## src/rtl/pwm_bank.sv

```systemverilog
// pwm_bank: CHANNELS PWM outputs with staged/active period and duty registers and a shared prescaler.
// Defining PWM_BANK_RAMP_EN adds RAMP_STEP (0x03) so active duties slew toward their targets at each wrap.
module pwm_bank #(
    parameter int                  CHANNELS = 4,
    parameter int                  WIDTH    = 16,
    parameter logic [CHANNELS-1:0] INVERT   = '0
) (
    input  logic                SYSCLK,
    input  logic                NSYSRESET,
    input  logic                wr_en,
    input  logic [7:0]          wr_addr,
    input  logic [WIDTH-1:0]    wr_data,
    input  logic [7:0]          rd_addr,
    output logic [WIDTH-1:0]    rd_data,
    output logic [CHANNELS-1:0] pwm_out,
    output logic                period_tick
);

    localparam logic [7:0] ADDR_CTRL     = 8'h00;
    localparam logic [7:0] ADDR_PERIOD   = 8'h01;
    localparam logic [7:0] ADDR_PRESCALE = 8'h02;
    localparam logic [7:0] ADDR_DUTY     = 8'h10;
`ifdef PWM_BANK_RAMP_EN
    localparam logic [7:0] ADDR_RAMP     = 8'h03;
`endif

    logic                               enable_q, enable_d;
    logic [WIDTH-1:0]                   period_stg_q, period_stg_d;
    logic [WIDTH-1:0]                   period_act_q, period_act_d;
    logic [7:0]                         prescale_q, prescale_d;
    logic [7:0]                         pre_q, pre_d;
    logic [WIDTH-1:0]                   cnt_q, cnt_d;
    logic [WIDTH-1:0]                   rd_data_q, rd_data_d;
    logic [CHANNELS-1:0][WIDTH-1:0]     duty_stg_q, duty_stg_d;
    logic [CHANNELS-1:0][WIDTH-1:0]     duty_act_q, duty_act_d;
`ifdef PWM_BANK_RAMP_EN
    logic [WIDTH-1:0]                   ramp_step_q, ramp_step_d;

    // Move at most 'step' toward the target, never overshooting; a zero step jumps straight there.
    function automatic logic [WIDTH-1:0] rampToward(input logic [WIDTH-1:0] cur,
                                                    input logic [WIDTH-1:0] tgt,
                                                    input logic [WIDTH-1:0] step);
        logic [WIDTH-1:0] res;
        res = tgt;
        if (step != '0) begin
            if ((cur < tgt) && ((tgt - cur) > step)) begin
                res = cur + step;
            end else if ((cur > tgt) && ((cur - tgt) > step)) begin
                res = cur - step;
            end
        end
        return res;
    endfunction
`endif

    logic tick;
    logic wrap;

    // >= rather than == keeps the prescaler from running away if PRESCALE shrinks mid-count.
    assign tick        = enable_q && (pre_q >= prescale_q);
    assign wrap        = tick && (cnt_q == period_act_q);
    assign period_tick = wrap;
    assign rd_data     = rd_data_q;

    always_comb begin
        enable_d     = enable_q;
        period_stg_d = period_stg_q;
        period_act_d = period_act_q;
        prescale_d   = prescale_q;
        pre_d        = pre_q;
        cnt_d        = cnt_q;
        duty_stg_d   = duty_stg_q;
        duty_act_d   = duty_act_q;
        rd_data_d    = '0;
`ifdef PWM_BANK_RAMP_EN
        ramp_step_d  = ramp_step_q;
`endif

        if (!enable_q) begin
            pre_d        = '0;
            cnt_d        = '0;
            period_act_d = period_stg_q;
            duty_act_d   = duty_stg_q;
        end else begin
            pre_d = tick ? 8'd0 : pre_q + 8'd1;
            if (wrap) begin
                cnt_d        = '0;
                period_act_d = period_stg_q;
                for (int n = 0; n < CHANNELS; n++) begin
`ifdef PWM_BANK_RAMP_EN
                    duty_act_d[n] = rampToward(duty_act_q[n], duty_stg_q[n], ramp_step_q);
`else
                    duty_act_d[n] = duty_stg_q[n];
`endif
                end
            end else if (tick) begin
                cnt_d = cnt_q + WIDTH'(1);
            end
        end

        // Writes only touch staged copies, so a wrap in the same cycle still sees the old value.
        if (wr_en) begin
            case (wr_addr)
                ADDR_CTRL:     enable_d     = wr_data[0];
                ADDR_PERIOD:   period_stg_d = wr_data;
                ADDR_PRESCALE: prescale_d   = 8'(wr_data);
`ifdef PWM_BANK_RAMP_EN
                ADDR_RAMP:     ramp_step_d  = wr_data;
`endif
                default: ;
            endcase
            for (int n = 0; n < CHANNELS; n++) begin
                if (wr_addr == (ADDR_DUTY + 8'(n))) duty_stg_d[n] = wr_data;
            end
        end

        case (rd_addr)
            ADDR_CTRL:     rd_data_d = WIDTH'(enable_q);
            ADDR_PERIOD:   rd_data_d = period_stg_q;
            ADDR_PRESCALE: rd_data_d = WIDTH'(prescale_q);
`ifdef PWM_BANK_RAMP_EN
            ADDR_RAMP:     rd_data_d = ramp_step_q;
`endif
            default: ;
        endcase
        for (int n = 0; n < CHANNELS; n++) begin
            if (rd_addr == (ADDR_DUTY + 8'(n))) rd_data_d = duty_stg_q[n];
        end
    end

    always_ff @(posedge SYSCLK or negedge NSYSRESET) begin
        if (!NSYSRESET) begin
            enable_q     <= 1'b0;
            period_stg_q <= '0;
            period_act_q <= '0;
            prescale_q   <= '0;
            pre_q        <= '0;
            cnt_q        <= '0;
            rd_data_q    <= '0;
            duty_stg_q   <= '0;
            duty_act_q   <= '0;
`ifdef PWM_BANK_RAMP_EN
            ramp_step_q  <= '0;
`endif
        end else begin
            enable_q     <= enable_d;
            period_stg_q <= period_stg_d;
            period_act_q <= period_act_d;
            prescale_q   <= prescale_d;
            pre_q        <= pre_d;
            cnt_q        <= cnt_d;
            rd_data_q    <= rd_data_d;
            duty_stg_q   <= duty_stg_d;
            duty_act_q   <= duty_act_d;
`ifdef PWM_BANK_RAMP_EN
            ramp_step_q  <= ramp_step_d;
`endif
        end
    end

    // Gating on enable forces the idle level (INVERT) during and after reset, independent of duty.
    always_comb begin
        for (int n = 0; n < CHANNELS; n++) begin
            pwm_out[n] = (enable_q && (cnt_q < duty_act_q[n])) ^ INVERT[n];
        end
    end

endmodule

```

## config.mk

```make
export PLATFORM = sky130hd
export DESIGN_NAME = pwm_bank
export DESIGN_NICKNAME = d
export VERILOG_FILES = /design/src/rtl/pwm_bank.sv
export SDC_FILE = /design/constraint.sdc
export NUM_CORES = 1
export LEC_CHECK = 0
export ABC_AREA = 1
export BUFFER_PORTS_ARGS = -buffer_cell sky130_fd_sc_hd__buf_2
export CORE_ASPECT_RATIO = 1.2
export CORE_MARGIN = 2
export CORE_UTILIZATION = 65
export DETAILED_ROUTE_END_ITERATION = 7
export GPL_ROUTABILITY_DRIVEN = 0
export PLACE_DENSITY = 0.82
export SLEW_MARGIN = 30
export SYNTH_ARGS = -nofsm -noshare
export SYNTH_HDL_FRONTEND = slang
export SYNTH_SLANG_ARGS = --single-unit
```

## constraint.sdc

```tcl
create_clock -name SYSCLK -period 3.1 [get_ports SYSCLK]
set_input_delay 0.62 -clock SYSCLK [delete_from_list [all_inputs] [get_ports SYSCLK]]
set_output_delay 0.62 -clock SYSCLK [all_outputs]
set_load 0.02 [all_outputs]
```

Word level (Yosys, flattened, before mapping)
Index checks and enable logic that the tools add are counted.

cells by class
  $add $sub $neg = 2
  magnitude comparators = 5
  eq/ne operators = 15
  muxes and demuxes = 14
  reduce and logical (&&, ||, !) cells = 15

operators by type and width
  kind                   count
  $mux 16                9
  $mux 64                2
  $eq 8x5->1 const B     8
  $lt 16x16->1           4
  $pmux 16 s3            1
  $add 16x1->16 const B  1
  $eq 16x16->1           1
  $eq 8x1->1 const B     2
  $eq 8x2->1 const B     2
  $logic_not 8->1        2
  $mux 8                 2
  $reduce_and 2->1       7
  $add 8x1->8 const B    1
  $ge 8x8->1             1
  $logic_and 1x1->1      6
  $ne 3x2->1 const B     1
  $ne 2x2->1 const B     1

word-level totals
  register bits after elaboration = 209
  input bits = 35
  output and inout port bits = 21
  logic and storage cells = 66

Longest topological paths before layout
  depth in word-level cells = 6
  depth in mapped cells = 15
  gate-level depth less buffers = 14

Worst setup path before layout
OpenSTA, ideal clock, no wires.

  kind = register to output
  from = reg pre_q[5]
  to = out period_tick
  arrival = 1.842 ns
  required time = 2.480 ns
  slack = 0.638 ns
  stages on the path, launching flop included = 11
  buffers on the path = 1
  cell sequence = dfrtp_1 -> ha_1 -> a21oi_1 -> nor2_1 -> nor2_1 -> nand3_1 -> nand2_1 -> inv_1 -> nand2_1 -> clkbuf_1 -> inv_1

on the way
  cells in the longest elaborated chain, start to end = 3

RTL lines
  element                 RTL line  source
  start, declared         31        logic [7:0] pre_q, pre_d;
  start signal, assigned  150       pre_q <= pre_d;
  $ge 8x8->1              60        assign tick = enable_q && (pre_q >= prescale_q);
  $logic_and 1x1->1       60
  $logic_and 1x1->1       61        assign wrap = tick && (cnt_q == period_act_q);
  end, declared           16        output logic period_tick

Every way passes these cells.

Worst setup path after layout
  from = reg cnt_q[3]
  to = out pwm_out[2]

on the way
  cells in the longest elaborated chain, start to end = 2

RTL lines
  element                 RTL line  source
  start, declared         32        logic [WIDTH-1:0] cnt_q, cnt_d;
  start signal, assigned  151       cnt_q <= cnt_d;
  $lt 16x16->1            164       pwm_out[n] = (enable_q && (cnt_q < duty_act_q[n])) ^ INVERT[n];
  $logic_and 1x1->1       164
  end, declared           15        output logic [CHANNELS-1:0] pwm_out,

Every way passes these cells.

==> results.toml <==
[worst_setup_path]
arrival_ns = 2.36
cp-startpoint = "cnt_q[3]$_DFFE_PN0P_"
reg2reg_to = "cnt_q[12]$_DFFE_PN0P_"
reg2reg_depth = 9
cp-end-kind = "primary output"
critical_path_class = "reg -> out"
path_max_fanout = 10
start_kind = "flop"
max_stage_delay_ns = 0.52
cpMaxStageDelayCell = "dfrtp_1"
crit_top_cell = "nand2_1"
path_cells = "ha_1 > nand2_1 > o21ai_0 > nand2_1 > a21boi_0 > nor3_1 > buf_2"
worstPathRequired_ns = 2.48
rr_startpoint = "prescale_q[7]$_DFFE_PN0P_"
rrSetupSlack_ns = 0.37

[floorplan]
die_area_sq_mm = 0.0179
start_util = 0.670
row_count = 51
die_w_um = 122
ios = 56
die_h_um = 146
core_sq_mm = 0.0163

[sta]
rsz0062_at_grt = "no"
min_period_ns = 2.98
relSlewSlack = 0.449
setup_viol = 0
fin_skew_ns = 0.0281
fmax_mhz = 336
finalHoldViolations = 0
slew_viol_final = 0
worstMarginPinSlew_ns = 0.826
fin_crit_sh = 0.961
tns_ns = 0

[place]
place_area_sq_mm = 0.0115
place_hpwl_um = 19800
io_buffer_count = 55

[pwr]
intPower_uw = 5960
pwr-share-clk = 0.270
seq_power_share = 0.362
switchingPower_uw = 3870
ir_worst_vdd_uv = 1050
swShare = 0.394
p_leak_uw = 0.00640
power.density_mw_per_mm2 = 807
combPwrFrac = 0.368

[synthesis]
synthFlopType = "dfrtp_1"
synth_top_area_share = 0.478
synth_area_leader_cell = "dfrtp_1"
yosysSeqAreaShare = 0.478
ys_top_cells_by_area = "dfrtp_1 (48%), nand2_1 (15%), ha_1 (8.0%)"
syn_avg_cell_area_sq_um = 7.97
synth.ff_latch_count = 209
synth_common_cells = "nand2_1 (446), dfrtp_1 (209), inv_1 (154), nand3_1 (134), o21ai_0 (112)"
postSynthCellCount = 1373
netlist_area_sq_mm = 0.0109
synth_warnings = 0
synth_edf_count = 0
synth.most_common_cell = "nand2_1"
synthArstFlopShare = 1.00
synth_cell_types = 29
syn-num-nets = 1478

[clock_network]
postCtsHoldBufs = 0
ctsResizeCount = 0
cts_tree = "done"
path_clk_slew_ns = 0.06
clk_path_buf_depth = 3
clock_sinks = 209
h-tree-depth = 1
root_buffer = "clkbuf_16"
cts-buffers-inserted = 21
insertion_delay_ns = 0.52
post-cts-setup-buffer-count = 0

[route]
first_pass_iters = 6
ant_nets = 0
first_iter_violations = 1249
route.detailed.drc = 0
routed-via-count = 9677
totalWireLength_um = 29300
wire_per_inst_um = 17.9
viasPerCell = 5.91

[final_layout]
area_growth_pct = 11.3
nets = 1519
drive_gt1_frac = 0.0793
num-fill-cells = 1213
postLayoutCellArea_sq_mm = 0.0122
n_antenna_cell = 0

[flow_run]
cap_violations = 0

[grt]
grt_max_degree = 81
grt_overflow = 0
antenna_found_initial = 0
grt_use_total = 0.341
grt_pass1_vias = 9380
grt_pass1_wl_um = 48200

[worst_hold_path]
hold_class = "in -> async"

[outcome]
status = "finished, final reports clean"
power groups by stage:
stage | clock network (uW) | logic, uW | registers (uW)
after floorplan | 0 | 2550 | 3450
after global placement | 0 | 3470 | 3560
after detailed placement | 0 | 3550 | 3580
after CTS | 2660 | 3590 | 3540
after global routing | 2770 | 4040 | 3610
final | 2650 | 3620 | 3560
metal layers:
metal | GRT usage | part of all wire | vias to the layer above
li1 | - | - | 4501
met1 | 0.502 | 0.41 | 4544
met2 | 0.515 | 0.46 | 545
met3 | 0.0668 | 0.11 | 87
met4 | 0.105 | 0.030 | 0
met5 | 0 | 0 | -
logic make-up after synthesis:
group	after synthesis	share of synthesized area
DFF	209	0.478
and+or+nand+nor	691	0.265
xor gates and xnor gates	24	0.0192
buffers and inverters	210	0.0745
AOI/OAI and AO/OA	169	0.0830
adders and majority gates	70	0.0801
registers in the layout (all words and copies together) (netlist names):
signal,count
pre_q,8
period_stg_q,16
enable_q,1
duty_act_q,64
cnt_q,16
rd_data,16
duty_stg_q,64
prescale_q,8
period_act_q,16
area by class of cell:
type / count / area (sq um) / share of cell area
clock inverter: 5 / 104 / 0.00853
sequential: 209 / 5230 / 0.430
timing repair buffer: 74 / 489 / 0.0402
multi-input combinational: 954 / 4900 / 0.403
inverter: 154 / 578 / 0.0475
clock buffer: 29 / 606 / 0.0497
tap: 212 / 265 / 0.0218
worst max path at each step:
stage | endpoint | cells past startpoint
after floorplan | period_tick | 10
after global placement | cnt_q[9]$_DFFE_PN0P_ | 10
after detailed placement | cnt_q[12]$_DFFE_PN0P_ | 9
after CTS | pwm_out[2] | 7
after global routing | pwm_out[2] | 7
final | pwm_out[2] | 7
stage by stage:
| step | util | total power (uW) | std cells | setup WS (ns) | hold WS, ns |
|---|---|---|---|---|---|
| after CTS | 0.746 | 9800 | 1637 | 0.108 | 0.123 |
| after detailed placement | 0.702 | 7130 | 1603 | 0.427 | 0.473 |
| after floorplan | - | 6000 | 1373 | 0.638 | 0.324 |
| final | 0.746 | 9830 | 1637 | 0.120 | 0.0978 |
| after global placement | 0.702 | 7040 | 1603 | 0.609 | 0.447 |
| after global routing | 0.746 | 10400 | 1637 | 0.0198 | 0.140 |
placed cells by master (no fill, tap or decap), types with 2 or more instances in the layout:
cell type / n
nand2_1: 445
dfrtp_1: 208
inv_1: 154
nand3_1: 134
o21ai_0: 112
ha_1: 70
nor2_1: 56
buf_2: 54
a21oi_1: 39
nand4_1: 30
clkbuf_16: 21
xor2_1: 18
nor3_1: 16
buf_4: 14
o211a_1: 7
xnor2_1: 6
clkbuf_8: 6
buf_12: 5
o21a_1: 4
a21boi_0: 4
bufinv_16: 3
clkbuf_1: 3
nand2_2: 2
nor3_2: 2
worst max-delay path, delay by kind of cell, from the launching register on:
family | cells | cell delay (ns)
and+or+nand+nor | 3 | 0.25
AOI/OAI and AO/OA | 2 | 0.54
adders and majority gates | 1 | 0.37
DFF | 1 | 0.52
buffers and inverters | 1 | 0.17
Note: power is estimated with default switching activity, not from simulation.
